### src/rtl/z80_arb_pkg.sv
// rtl/z80_arb_pkg.sv - shared types and sizing helpers for the Z80 bus arbiter
package z80_arb_pkg;

   typedef enum logic [1:0] {IDLE, REQ, GRANT, RELEASE} arb_state_t;

   localparam int MSEL_CPU = 0;

   function automatic int msel_width(input int qty);
      return $clog2(qty + 1);
   endfunction

   function automatic int idx_width(input int qty);
      return (qty > 1) ? $clog2(qty) : 1;
   endfunction

endpackage

### src/rtl/z80_arb_select.sv
// rtl/z80_arb_select.sv - combinational winner picker for the Z80 bus arbiter
// ARB_ROUND_ROBIN_EN selects rotating priority from ptr; otherwise lowest index wins.
module z80_arb_select
   import z80_arb_pkg::*;
#(
   parameter int REQ_QTY = 2,
   parameter int IW      = idx_width(REQ_QTY)
) (
   input  logic [REQ_QTY-1:0] req,
`ifdef ARB_ROUND_ROBIN_EN
   input  logic [IW-1:0]      ptr,
`endif
   output logic [IW-1:0]      idx,
   output logic               valid
);

`ifdef ARB_ROUND_ROBIN_EN
   always_comb begin
      int c;
      c     = 0;
      valid = 1'b0;
      idx   = '0;
      for (int k = 0; k < REQ_QTY; k++) begin
         c = int'(ptr) + k;
         if (c >= REQ_QTY) c = c - REQ_QTY;
         if (!valid && req[c]) begin
            valid = 1'b1;
            idx   = IW'(c);
         end
      end
   end
`else
   // Scanning downward lets the lowest asserted index overwrite the rest.
   always_comb begin
      valid = 1'b0;
      idx   = '0;
      for (int k = REQ_QTY - 1; k >= 0; k--) begin
         if (req[k]) begin
            valid = 1'b1;
            idx   = IW'(k);
         end
      end
   end
`endif

endmodule

### src/rtl/z80_bus_arbiter.sv
// rtl/z80_bus_arbiter.sv - shares the Z80 bus between the CPU and secondary masters
// ARB_ROUND_ROBIN_EN enables round-robin winner selection (default: fixed priority).
module z80_bus_arbiter
   import z80_arb_pkg::*;
#(
   parameter int REQ_QTY  = 2,
   parameter int MAX_HOLD = 256
) (
   input  logic                            clk,
   input  logic                            rst,
   input  logic [REQ_QTY-1:0]              req,
   output logic [REQ_QTY-1:0]              gnt,
   input  logic                            busak_n,
   output logic                            busrq_n,
   output logic [msel_width(REQ_QTY)-1:0]  msel,
   output logic                            cpu_owns,
   output logic                            preempt
);

   localparam int MW = msel_width(REQ_QTY);
   localparam int IW = idx_width(REQ_QTY);
   localparam int HW = (MAX_HOLD > 0) ? $clog2(MAX_HOLD + 1) : 1;
   localparam logic [HW-1:0] HOLD_LAST = HW'((MAX_HOLD > 0) ? MAX_HOLD - 1 : 0);
   localparam logic [MW-1:0] MSEL_IDLE = MW'(MSEL_CPU);

   arb_state_t          state, state_nxt;
   logic [IW-1:0]       win, win_nxt;
   logic [HW-1:0]       cnt, cnt_nxt;
   logic                drain, drain_nxt;
   logic [REQ_QTY-1:0]  gnt_nxt;
   logic [MW-1:0]       msel_nxt;
   logic                busrq_n_nxt, cpu_owns_nxt, preempt_nxt;
   logic [IW-1:0]       sel_idx;
   logic                sel_valid;

`ifdef ARB_ROUND_ROBIN_EN
   logic [IW-1:0]       ptr, ptr_nxt;
`endif

   z80_arb_select #(.REQ_QTY(REQ_QTY), .IW(IW)) u_select (
      .req   (req),
`ifdef ARB_ROUND_ROBIN_EN
      .ptr   (ptr),
`endif
      .idx   (sel_idx),
      .valid (sel_valid)
   );

   always_comb begin
      state_nxt   = state;
      win_nxt     = win;
      cnt_nxt     = cnt;
      drain_nxt   = 1'b0;
      gnt_nxt     = gnt;
      msel_nxt    = msel;
      busrq_n_nxt = busrq_n;
      preempt_nxt = 1'b0;
`ifdef ARB_ROUND_ROBIN_EN
      ptr_nxt     = ptr;
`endif
      case (state)
         IDLE: begin
            gnt_nxt     = '0;
            msel_nxt    = MSEL_IDLE;
            busrq_n_nxt = 1'b1;
            if (sel_valid) begin
               state_nxt   = REQ;
               win_nxt     = sel_idx;
               busrq_n_nxt = 1'b0;
            end
         end
         REQ: begin
            busrq_n_nxt = 1'b0;
            if (!busak_n) begin
               if (req[win]) begin
                  state_nxt = GRANT;
                  gnt_nxt   = REQ_QTY'(1) << win;
                  msel_nxt  = MW'(win) + MW'(1);
                  cnt_nxt   = '0;
`ifdef ARB_ROUND_ROBIN_EN
                  ptr_nxt   = (win == IW'(REQ_QTY - 1)) ? '0 : win + 1'b1;
`endif
               end else begin
                  state_nxt = RELEASE;
                  drain_nxt = 1'b1;
               end
            end
         end
         GRANT: begin
            if (busak_n || !req[win]) begin
               state_nxt = RELEASE;
               gnt_nxt   = '0;
               drain_nxt = 1'b1;
            end else if (MAX_HOLD != 0 && cnt == HOLD_LAST) begin
               state_nxt   = RELEASE;
               gnt_nxt     = '0;
               drain_nxt   = 1'b1;
               preempt_nxt = 1'b1;
            end else if (cnt != '1) begin
               cnt_nxt = cnt + 1'b1;
            end
         end
         RELEASE: begin
            // The drain cycle keeps msel on the old master; the CPU gets
            // busrq_n high before the arbiter may return to IDLE.
            gnt_nxt     = '0;
            msel_nxt    = MSEL_IDLE;
            busrq_n_nxt = 1'b1;
            if (!drain && busak_n) state_nxt = IDLE;
         end
         default: state_nxt = IDLE;
      endcase
      cpu_owns_nxt = (msel_nxt == MSEL_IDLE) && busak_n;
   end

   always_ff @(posedge clk) begin
      if (rst) begin
         state    <= IDLE;
         win      <= '0;
         cnt      <= '0;
         drain    <= 1'b0;
         gnt      <= '0;
         msel     <= MSEL_IDLE;
         busrq_n  <= 1'b1;
         cpu_owns <= 1'b1;
         preempt  <= 1'b0;
`ifdef ARB_ROUND_ROBIN_EN
         ptr      <= '0;
`endif
      end else begin
         state    <= state_nxt;
         win      <= win_nxt;
         cnt      <= cnt_nxt;
         drain    <= drain_nxt;
         gnt      <= gnt_nxt;
         msel     <= msel_nxt;
         busrq_n  <= busrq_n_nxt;
         cpu_owns <= cpu_owns_nxt;
         preempt  <= preempt_nxt;
`ifdef ARB_ROUND_ROBIN_EN
         ptr      <= ptr_nxt;
`endif
      end
   end

endmodule

### config.mk
export PLATFORM = sky130hd
export DESIGN_NAME = z80_bus_arbiter
export DESIGN_NICKNAME = d
export VERILOG_FILES = /design/src/rtl/z80_arb_pkg.sv /design/src/rtl/z80_arb_select.sv /design/src/rtl/z80_bus_arbiter.sv
export SDC_FILE = /design/constraint.sdc
export NUM_CORES = 1
export LEC_CHECK = 0
export ABC_AREA = 0
export ABC_CLOCK_PERIOD_IN_PS = 5200
export BUFFER_PORTS_ARGS = -buffer_cell sky130_fd_sc_hd__buf_2
export CORE_MARGIN = 4
export CORE_UTILIZATION = 40
export CTS_BUF_LIST = sky130_fd_sc_hd__clkbuf_2 sky130_fd_sc_hd__clkbuf_4 sky130_fd_sc_hd__clkbuf_8
export DETAILED_ROUTE_END_ITERATION = 16
export PLACE_DENSITY_LB_ADDON = 0.25
export RECOVER_POWER = 100
export SYNTH_ARGS = -nofsm -noshare
export SYNTH_HDL_FRONTEND = slang
export SYNTH_SLANG_ARGS = --single-unit
### constraint.sdc
create_clock -name clk -period 5.2 [get_ports clk]
set_input_delay 1.04 -clock clk [delete_from_list [all_inputs] [get_ports clk]]
set_output_delay 1.04 -clock clk [all_outputs]
set_load 0.01 [all_outputs]
# Word-level counts from Yosys, hierarchy flattened
# Cells that the tools add are included.
[totals]
regBits = 20
in_bits = 5
output_inout_bits = 7
elab_cells = 75
[op_classes]
addsub = 2
magnitude_cmp = 1
eq_ne = 13
shift = 1
n_mux = 33
n_bitwise = 1
n_reduce_logical = 15
[ops]
columns = ["cell", "n"]
rows = [
  ["two-way mux 9 bit", 5],
  ["two-way mux 2 bit", 11],
  ["case mux 9 bit (2 select lines)", 1],
  ["inequality test 2 bit (second input constant)", 7],
  ["two-way mux 1 bit", 11],
  ["adder 9 x 1 -> 9 bit (second input constant)", 1],
  ["== test 9 x 8 -> 1 bit (second input constant)", 1],
  ["inequality test 9 bit (second input constant)", 1],
  ["case mux 2 bit (4 select lines)", 1],
  ["case mux 2 bit (3 select lines)", 1],
  ["AND reduction 6 bit", 1],
  ["== test 2 bit (second input constant)", 2],
  ["zero test 2 bit", 2],
  ["case mux 2 bit (2 select lines)", 1],
  ["AND reduction 4 bit", 1],
  ["inequality test 3 bit (second input constant)", 1],
  ["case mux 1 bit (3 select lines)", 1],
  ["AND reduction 3 bit", 1],
  ["nonzero test 3 bit", 1],
  ["OR reduction 3 bit", 1],
  ["adder 1 x 1 -> 2 bit (second input constant)", 1],
  ["== test 2 x 1 -> 1 bit (second input constant)", 1],
  ["logical AND 1 bit", 2],
  ["zero test 1 bit", 2],
  ["other kinds (8)", 8],
]

# Depth between registers and ports, before layout
# Gate-level depths: netlist of the first run.
[depth]
word_depth = 7
ltp_mapped = 8
mapped_depth_nobuf = 8

# By module
# Synthesis of the first run repeated with hierarchy kept, for this count alone.
[unflattened]
cells_unflattened = 134
hier_area_um2 = 1179.9
[by_module_without_submodules]
columns = ["mod", "instances", "cells_each", "area_each_um2", "seq_area_each_um2"]
rows = [
  ["z80_bus_arbiter", 1, 132, 1167.4, 400.4],
  ["z80_arb_select", 1, 2, 12.5, 0.0],
]

# Worst setup path before layout of the first run
# No wires, ideal clock.
[synth_timing]
kind = "input to register"
startpoint = "input req[1]"
endpoint = "register gnt[0]"
setup_ns = 0.071
arrival_ns = 2.120
required_ns = 5.129
slack_ns = 3.009
stages = 4
path_cell_list = "mux2i_1 -> nor2_1 -> or4b_2 -> a21oi_1"
[synth_via]
elab_chain_cells = 6
[synth_rtl]
columns = ["item", "line_no", "source"]
rows = [
  ["start: declaration", "z80_bus_arbiter.sv:11", "input logic [REQ_QTY-1:0] req,"],
  ["two-way mux 1 bit (not written as such) (*) (2 in series)", "z80_bus_arbiter.sv:75, z80_bus_arbiter.sv:90", ""],
  ["zero test 1 bit", "z80_bus_arbiter.sv:90", "if (busak_n || !req[win]) begin"],
  ["logical OR 1 bit", "z80_bus_arbiter.sv:90", ""],
  ["inequality test 3 bit (no line) / two-way mux 2 bit (equally long branches)", "-", ""],
  ["AND reduction 3 bit (no line) / case mux 2 bit (3 select lines) (equally long branches)", "-", ""],
  ["end signal: assignment", "z80_bus_arbiter.sv:135", "gnt <= gnt_nxt;"],
  ["end: declaration", "z80_bus_arbiter.sv:12", "output logic [REQ_QTY-1:0] gnt,"],
]
# Mark *: on every way between the ends. The rest lies on a longest branch, timed or not. The select of a mux whose other input is x is not followed.
# A chain may end at the register's enable or synchronous reset.

# Worst setup path after layout of the first run
# Same ends and word-level chain as after synthesis.

==> results.py, run 1 <==
metrics = {
    "synthesis": {
        "ys_types": 36,
        "syn_area_per_cell_um2": 8.66,
        "yosys_warnings": 0,
        "yosysSeqAreaShare": 0.367,
        "syn-num-nets": 139,
        "netlist.area_leader.share": 0.367,
        "synth_seq_cells": 20,
        "synth_area_leaders": "dfxtp_1 (37%), ha_1 (9.2%), a21oi_1 (5.0%)",
        "syn-cell-area_mm2": 0.00109,
        "synth_top_area_cell": "dfxtp_1",
        "syn-instance-count": 126,
    },
    "critical_path": {
        "path_cells": "clkbuf_1 -> mux2i_1 -> nor2_1 -> or4b_2 -> a21oi_1",
        "cpPeakStageDelay_ns": 0.84,
        "criticalPathCategory": "input port to register",
        "slowest_stage": "mux2i_1",
        "crit_arrival_ns": 3.07,
        "crit_required_ns": 5.44,
        "cp-start-kind": "input port",
        "critPathCaptureType": "register",
        "cp_max_fo": 13,
    },
    "global_routing": {
        "overflow": 0,
        "grt_first_pass_wirelength_mm": 3.79,
        "grt_usage": 0.134,
        "grt_pass1_vias": 872,
        "grt_start_max_net_pins": 17,
        "grt_antenna_before_repair": 0,
    },
    "timing": {
        "tns_ns": 0,
        "period_needed_ns": 2.83,
        "maxSlewViolCount": 0,
        "fin_ws_ns": 2.37,
        "grt_setup_unrepaired": "no",
        "fmaxAchievable_mhz": 353,
        "slew_headroom": 0.282,
        "setup-violations-final": 0,
        "fin_skew_ns": 0.00605,
        "tightest_slew_ns": 1.05,
        "finalHoldViolations": 0,
        "fin_crit_sh": 0.545,
    },
    "place": {
        "pre_cts_ws_ns": 2.09,
        "place_hpwl_mm": 1.61,
        "post_dp_cell_area_mm2": 0.00117,
        "port_buffers": 11,
        "gp_congestion": 0.795,
    },
    "layout": {
        "regArea_um2": 400,
        "multiInputGateArea_um2": 653,
        "area_growth_pct": 10.6,
        "fin_nets": 151,
        "final_layout_size_suffix_gt1_frac": 0.0803,
        "diodes": 0,
        "fill_cells": 254,
        "design_area_mm2": 0.00121,
    },
    "floorplanning": {
        "start_util": 0.429,
        "die_height_um": 60.2,
        "die_area_mm2": 0.00363,
        "rows": 18,
        "io_pins": 12,
        "core_mm2": 0.00254,
        "fp.dieW_um": 60.2,
    },
    "run_status": {
        "status": "completed",
    },
    "detailed_routing": {
        "drt-initial-drc-count": 22,
        "wl_met1_mm": 1.10,
        "drc": 0,
        "route.met3.wl_um": 71,
        "num_vias": 905,
        "top_layer": "met3",
        "first_pass_iters": 4,
        "wl_met2_mm": 1.00,
        "viasPerCell": 5.42,
        "totalWireLength_mm": 2.17,
        "wl_per_cell_um": 13.0,
        "ant_nets": 0,
    },
    "clocking": {
        "cts_setup_buffers": 0,
        "cts-root-buf": "clkbuf_4",
        "cts_buffer_depth": 2,
        "cts-resized-gates": 0,
        "htree_levels": 1,
        "cts_tree": "yes",
        "hold_buffers": 0,
        "clock-sinks": 20,
        "clk_latency_ns": 0.30,
        "numCtsBuffers": 3,
        "clk_pin_slew_ns": 0.12,
    },
    "power": {
        "power_switching_uw": 170,
        "p_comb_frac": 0.347,
        "power.density_mw_per_mm2": 405,
        "power_frac_seq": 0.393,
        "power_frac_clock": 0.259,
        "p_int_uw": 318,
        "ir_worst_vdd_mv": 0.211,
        "switching_share": 0.349,
        "cellLeakagePower_uw": 0.000417,
    },
    "flow_run": {
        "max_cap_violations": 0,
    },
    "min_path": {
        "hold_path_class": "register to register",
    },
}
[layer usage]
| metal | GRT usage | vias up |
|---|---|---|
| met4 | 0.0285 | 0 |
| met3 | 0.0259 | 0 |
| met1 | 0.178 | 419 |
| met5 | 0 | - |
| met2 | 0.222 | 10 |
| li1 | - | 476 |
[kinds of logic after synthesis]
logic type,Yosys count,synth area share
DFF,20,0.367
buffers and inverters,9,0.0321
adders and majority gates,8,0.0917
muxes,2,0.0183
xor gates and xnor gates,5,0.0401
and+or+nand+nor,47,0.234
AOI/OAI and AO/OA,35,0.217
[through the flow]
stage	util	total power [uW]	hold WS, ns	std cells
finish	0.474	488	0.483	167
global placement	0.459	366	0.456	163
floorplan	-	329	0.449	126
detailed placement	0.459	369	0.470	163
global route	0.474	523	0.509	167
CTS	0.479	501	0.488	167
[placed cells by master, fill, tap and decap left out, types with 2 or more instances in the layout]
| cell | synthesis | routed |
|---|---|---|
| dfxtp_1 | 20 | 20 |
| nor2_1 | 11 | 11 |
| a21oi_1 | 11 | 11 |
| nand2_1 | 10 | 10 |
| clkbuf_1 | 3 | 9 |
| o21ai_0 | 8 | 8 |
| ha_1 | 8 | 8 |
| inv_1 | 5 | 5 |
| a211oi_1 | 5 | 5 |
| xnor2_1 | 5 | 5 |
| nand3_1 | 4 | 4 |
| nor2b_1 | 4 | 4 |
| clkbuf_4 | 0 | 3 |
| nand2b_1 | 2 | 2 |
| mux2i_1 | 2 | 2 |
| nand3b_1 | 2 | 2 |
| or3b_2 | 2 | 2 |
| nor3_1 | 2 | 2 |
| nand4b_1 | 2 | 2 |
| a2111oi_2 | 2 | 2 |
| or3_1 | 2 | 2 |
| buf_2 | 1 | 2 |
[area by class of cell]
class	instances	share of cell area
Clock buffer	3	0.0187
Clock inverter	1	0.0249
Inverter	5	0.0156
Multi-Input combinational cell	97	0.541
Sequential cell	20	0.332
Tap cell	30	0.0311
Timing Repair Buffer	11	0.0363
[worst max-delay path: cells and delay by family]
family | cells | cell delay (ns)
AOI/OAI and AO/OA | 1 | 0.17
buffers and inverters | 1 | 0.14
and+or+nand+nor | 2 | 0.89
muxes | 1 | 0.84
[power groups by stage]
stage | Sequential [uW] | Combinational, uW | Clock, uW
floorplan | 194 | 134 | 0
global placement | 195 | 170 | 0
detailed placement | 195 | 174 | 0
CTS | 192 | 175 | 134
global route | 196 | 191 | 136
finish | 192 | 170 | 127
[Yosys cell counts]
cell       instances
nor2_1            11
a211o_1            1
nand2b_1           2
a31oi_1            1
and2_1             1
or3b_4             1
or3_1              2
ha_1               8
nand3b_1           2
nor3_1             2
or3b_2             2
o21ai_0            8
a2bb2oi_1          1
or4b_2             1
a211oi_1           5
o31ai_1            1
a221oi_1           1
a2111oi_2          2
clkbuf_1           3
inv_1              5
mux2i_1            2
buf_2              1
nor4_1             1
a2111oi_1          1
and3_1             1
a21o_1             1
nand4_1            1
o2111ai_1          1
nand2_1           10
o21a_1             1
dfxtp_1           20
a21oi_1           11
xnor2_1            5
nand4b_1           2
nand3_1            4
nor2b_1            4
[path summary, 6_finish.rpt]
| path | from | endpoint | slack [ns] | cells after the start |
|---|---|---|---|---|
| min reg2reg | gnt[1] | gnt[1] | 0.48 | 2 |
| max | req[1] | gnt[0] | 2.37 | 5 |
| max reg2reg | win | gnt[0] | 2.72 | 4 |
| min | gnt[1] | gnt[1] | 0.48 | 2 |
[sequential cells by signal, indices dropped and copies added, names as in the netlist]
signal,cells
cpu_owns,1
win,1
state,2
preempt,1
busrq_n,1
drain,1
msel,2
cnt,9
gnt,2
Power figures use the tool's default switching activity.
==> run 2, diff against run 1 <==
--- a/config.mk
+++ b/config.mk
@@ -6,7 +6,7 @@
 export NUM_CORES = 1
 export LEC_CHECK = 0
 export ABC_AREA = 0
-export ABC_CLOCK_PERIOD_IN_PS = 5200
+export ABC_CLOCK_PERIOD_IN_PS = 2600
 export BUFFER_PORTS_ARGS = -buffer_cell sky130_fd_sc_hd__buf_2
 export CORE_MARGIN = 4
 export CORE_UTILIZATION = 40
==> constraint.sdc (replaced) <==
create_clock -name clk -period 2.6 [get_ports clk]
set_input_delay 0.52 -clock clk [delete_from_list [all_inputs] [get_ports clk]]
set_output_delay 0.52 -clock clk [all_outputs]
set_load 0.01 [all_outputs]
==> run 2 against run 1 <==
Combinational power rose by 110%; worst hold slack got worse by 0.020 ns; worst setup slack got worse by 2.1 ns.
==> results.py, run 2 (synthesis results as in run 1) <==
metrics = {
    "flow_run": {
        "max_cap_violations": 0,
    },
    "timing": {
        "tns_ns": 0,
        "grt_setup_unrepaired": "no",
        "finalHoldViolations": 0,
        "maxSlewViolCount": 0,
        "slew_headroom": 0.641,
        "period_needed_ns": 2.31,
        "setup-violations-final": 0,
        "fmaxAchievable_mhz": 434,
        "tightest_slew_ns": 0.523,
        "fin_skew_ns": 0.00676,
        "fin_crit_sh": 0.887,
    },
    "clocking": {
        "cts-root-buf": "clkbuf_4",
        "clk_pin_slew_ns": 0.12,
        "cts_buffer_depth": 2,
        "htree_levels": 1,
        "hold_buffers": 0,
        "clock-sinks": 20,
        "numCtsBuffers": 3,
        "cts-resized-gates": 0,
        "clk_latency_ns": 0.32,
        "cts_tree": "yes",
        "cts_setup_buffers": 0,
    },
    "critical_path": {
        "cp_max_fo": 6,
        "path_cells": "ha_1 -> nand3_1 -> nor2_1 -> ha_1 -> or3b_4 -> a2111oi_0 -> xnor2_1 -> nor2_1",
        "crit_arrival_ns": 2.53,
        "cp-start-kind": "register",
        "critPathCaptureType": "register",
        "criticalPathCategory": "register to register",
        "crit_required_ns": 2.82,
        "cp_num_buf_inv": 0,
        "crit_family": "simple AND/OR/NAND/NOR gates",
        "cpPeakStageDelay_ns": 0.55,
        "slowest_stage": "a2111oi_0",
    },
    "power": {
        "p_comb_frac": 0.382,
        "power_switching_uw": 350,
        "power_frac_clock": 0.204,
        "p_int_uw": 578,
        "switching_share": 0.377,
        "cellLeakagePower_uw": 0.000429,
        "power_frac_seq": 0.415,
        "power.density_mw_per_mm2": 768,
        "ir_worst_vdd_mv": 0.489,
    },
    "place": {
        "place_hpwl_mm": 1.59,
        "port_buffers": 11,
        "post_dp_cell_area_mm2": 0.00120,
        "gp_congestion": 0.823,
    },
    "floorplanning": {
        "io_pins": 12,
        "die_height_um": 60.2,
        "start_util": 0.429,
        "core_mm2": 0.00254,
        "fp.dieW_um": 60.2,
        "die_area_mm2": 0.00363,
        "rows": 18,
    },
    "layout": {
        "area_growth_pct": 10.9,
        "diodes": 0,
        "final_common_cell": "dfxtp_1",
        "layout_common_cells": "dfxtp_1 (20), nor2_1 (11), a21oi_1 (11)",
        "fin_nets": 155,
        "final_layout_size_suffix_gt1_frac": 0.106,
        "fill_cells": 261,
        "largest_reg_flops": 9,
        "design_area_mm2": 0.00121,
        "regMostFlops": "cnt",
    },
    "global_routing": {
        "grt_usage": 0.150,
        "overflow": 0,
        "grt_first_pass_wirelength_mm": 4.04,
        "grt_antenna_before_repair": 0,
        "grt_pass1_vias": 900,
        "grt_start_max_net_pins": 17,
    },
    "detailed_routing": {
        "drc": 0,
        "num_vias": 959,
        "wl_per_cell_um": 13.0,
        "viasPerCell": 5.61,
        "ant_nets": 0,
        "totalWireLength_mm": 2.22,
        "drt-initial-drc-count": 32,
        "first_pass_iters": 4,
    },
    "run_status": {
        "status": "completed",
    },
    "min_path": {
        "hold_path_class": "input port to register",
    },
}
[run 2: through the flow]
step	hold WS, ns	utilization	std cells	total power, uW	setup WS [ns]
floorplan	0.449	-	126	657	0.442
global placement	0.456	0.471	167	748	0.365
detailed placement	0.461	0.471	167	761	0.330
CTS	0.447	0.485	171	952	0.298
global route	0.466	0.475	171	1000	0.0922
finish	0.462	0.475	171	929	0.294
[run 2: final cells by class]
class                           count  area (um2)  share of cell area
Multi-Input combinational cell     97         648               0.536
Sequential cell                    20         400               0.331
Timing Repair Buffer               15        68.8              0.0569
Tap cell                           30        37.5              0.0310
Clock buffer                        4        36.3              0.0300
Inverter                            5        18.8              0.0155
[run 2: path summary, 6_finish.rpt]
kind / startpoint / to / slack, ns / depth (start not counted)
min: req[0] / win / 0.46 / 2
min reg2reg: cnt[8] / cnt[8] / 0.48 / 2
max: cnt[0] / cnt[7] / 0.29 / 8
max reg2reg: cnt[0] / cnt[7] / 0.29 / 8
[run 2: power groups by stage]
stage / combinational (uW) / sequential (uW) / clock (uW)
after global placement: 358 / 390 / 0
after detailed placement: 370 / 391 / 0
after global routing: 405 / 393 / 205
final: 354 / 385 / 189
after floorplan: 269 / 389 / 0
after CTS: 371 / 384 / 197
[run 2: routing by layer]
metal	GRT usage	wire, um	vias to the layer above
li1	-	-	488
met1	0.199	1100	441
met2	0.227	940	25
met3	0.0367	135	5
met4	0.0665	41	0
met5	0	0	-
==> run 3, diff against run 2 <==
--- a/config.mk
+++ b/config.mk
@@ -6,7 +6,7 @@
 export NUM_CORES = 1
 export LEC_CHECK = 0
 export ABC_AREA = 0
-export ABC_CLOCK_PERIOD_IN_PS = 2600
+export ABC_CLOCK_PERIOD_IN_PS = 2050
 export BUFFER_PORTS_ARGS = -buffer_cell sky130_fd_sc_hd__buf_2
 export CORE_MARGIN = 4
 export CORE_UTILIZATION = 40
==> constraint.sdc (replaced) <==
create_clock -name clk -period 2.05 [get_ports clk]
set_input_delay 0.41 -clock clk [delete_from_list [all_inputs] [get_ports clk]]
set_output_delay 0.41 -clock clk [all_outputs]
set_load 0.01 [all_outputs]
==> run 3 against run 2 <==
Sequential power up 22%; worst setup slack got worse by 0.31 ns; the flow now finishes with violations (negative setup slack); largest cell class unchanged; critical path type unchanged; worst hold slack got worse by 0.11 ns; critical endpoint is now cnt[6].
==> results.py, run 3 (synthesis results as in run 1) <==
metrics = {
    "layout": {
        "largest_reg_flops": 9,
        "final_layout_size_suffix_gt1_frac": 0.282,
        "final_cell_count_no_fill": 186,
        "regArea_um2": 404,
        "regMostFlops": "cnt",
        "multiInputGateArea_um2": 703,
        "final_common_cell": "buf_4",
        "area_growth_pct": 26.7,
        "layout_common_cells": "buf_4 (20), dfxtp_1 (17), a21oi_1 (11)",
        "diodes": 0,
        "fill_cells": 253,
        "utilization": 0.543,
        "fin_nets": 171,
    },
    "floorplanning": {
        "rows": 18,
        "start_util": 0.429,
        "die_height_um": 60.2,
        "fp.dieW_um": 60.2,
        "die_area_mm2": 0.00363,
        "io_pins": 12,
        "core_mm2": 0.00254,
    },
    "power": {
        "ir_worst_vdd_mv": 0.536,
        "power.density_mw_per_mm2": 894,
        "cellLeakagePower_uw": 0.000508,
    },
    "critical_path": {
        "rr_startpoint": "cnt[5]",
        "critPathCaptureType": "register",
        "regToRegSetupSlack_ns": -0.02,
        "crit_required_ns": 2.29,
        "r2r_end": "cnt[6]",
        "cp_num_buf_inv": 0,
        "criticalPathCategory": "register to register",
        "path_cells": "and3_4 -> nand3_4 -> nor2_2 -> ha_2 -> or3b_4 -> a211o_1 -> or3_1 -> a21oi_1",
        "slowest_stage": "or3b_4",
        "cp-start-kind": "register",
        "cpPeakStageDelay_ns": 0.44,
        "cp_max_fo": 6,
        "reg2reg_depth": 8,
        "crit_arrival_ns": 2.31,
        "crit_family": "simple AND/OR/NAND/NOR gates",
    },
    "timing": {
        "fin_ws_ns": -0.0184,
        "finalHoldViolations": 0,
        "fin_crit_sh": 1.01,
        "tightest_slew_ns": 0.412,
        "fin_skew_ns": 0.00389,
        "setup-violations-final": 3,
        "fmaxAchievable_mhz": 483,
        "grt_setup_unrepaired": "yes",
        "hold_slack_ns": 0.353,
        "slew_headroom": 0.725,
        "maxSlewViolCount": 0,
        "period_needed_ns": 2.07,
    },
    "place": {
        "place_inst": 181,
        "gp_congestion": 0.807,
        "port_buffers": 11,
        "place_hpwl_mm": 1.85,
        "pre_cts_ws_ns": -0.0772,
    },
    "clocking": {
        "htree_levels": 1,
        "cts_tree": "yes",
        "clk_latency_ns": 0.30,
        "clk_pin_slew_ns": 0.11,
        "cts_buffer_depth": 2,
        "hold_buffers": 0,
        "cts-root-buf": "clkbuf_4",
        "numCtsBuffers": 3,
        "clock-sinks": 20,
    },
    "detailed_routing": {
        "drc": 0,
        "num_vias": 1029,
        "wl_per_cell_um": 14.0,
        "first_pass_iters": 4,
        "drt-initial-drc-count": 43,
        "viasPerCell": 5.53,
        "ant_nets": 0,
        "totalWireLength_mm": 2.61,
    },
    "global_routing": {
        "grt_first_pass_wirelength_mm": 4.46,
        "grt_antenna_before_repair": 0,
        "overflow": 0,
        "grt_pass1_vias": 1001,
        "grt_start_max_net_pins": 17,
        "grt_usage": 0.162,
    },
    "min_path": {
        "min_from": "req[0]",
        "min_to": "win",
        "hold_depth": 2,
        "hold_path_class": "input port to register",
    },
    "flow_run": {
        "max_cap_violations": 0,
    },
    "run_status": {
        "violations": "negative setup slack",
        "status": "complete, but fails checks",
    },
}
## run 3: cell types whose count changed in the layout (fill, tap and decap cells not counted), moves of 3 or more
cell     delta
buf_4      +18
dfxtp_1     -3
dfxtp_2     +3
ha_1        -3
## run 3: routing by layer
metal	global-route usage	up-vias	wire, um
li1	-	517	-
met1	0.199	488	1220
met2	0.275	18	1260
met3	0.0281	6	70
met4	0.0665	0	51
met5	0	-	0
## run 3: cell type report
class	count	area share
timing repair buffer	31	0.142
sequential	20	0.292
clock buffer	3	0.0163
tap	30	0.0271
inverter	5	0.0136
multi-input combinational	97	0.509
## run 3: per-stage QoR
step	power (uW)	TNS (ns)	area, um2
5_1_grt	1330	-0.492	1380
2_1_floorplan	834	0	1100
4_1_cts	1230	-0.0234	1380
6_report	1240	-0.0312	1380
3_5_place_dp	1020	-0.108	1310
3_3_place_gp	1010	-0.00555	1310
## run 3: repair_timing
item                                    in CTS  in global routing
gates cloned                                 0                  0
gates resized for setup                      9                  3
pin swaps                                    4                  1
buffers inserted                             2                  0
hold endpoints to repair                     0                  0
endpoints found under the setup margin       3                 10
## run 3: worst register-to-register path, delay by kind of cell (launching register included)
kind                       cells  cell delay, ns
AOI/OAI and AO/OA              2            0.43
adders and majority gates      1            0.17
DFF                            1            0.34
and+or+nand+nor                5            1.08
## run 3: power by group
part	switching (uW)	total [uW]	internal [uW]
Sequential	33.6	470	437
Combinational	311	575	263
Clock	123	191	68.6
Total	467	1240	768
## run 3: worst max-delay path by stage
stage | start | to | cells after the start
2_1_floorplan | cnt[0] | cnt[6] | 8
3_3_place_gp | cnt[0] | cnt[6] | 8
3_5_place_dp | cnt[0] | cnt[6] | 8
4_1_cts | cnt[5] | cnt[6] | 8
5_1_grt | cnt[4] | gnt[0] | 8
6_report | cnt[5] | cnt[6] | 8
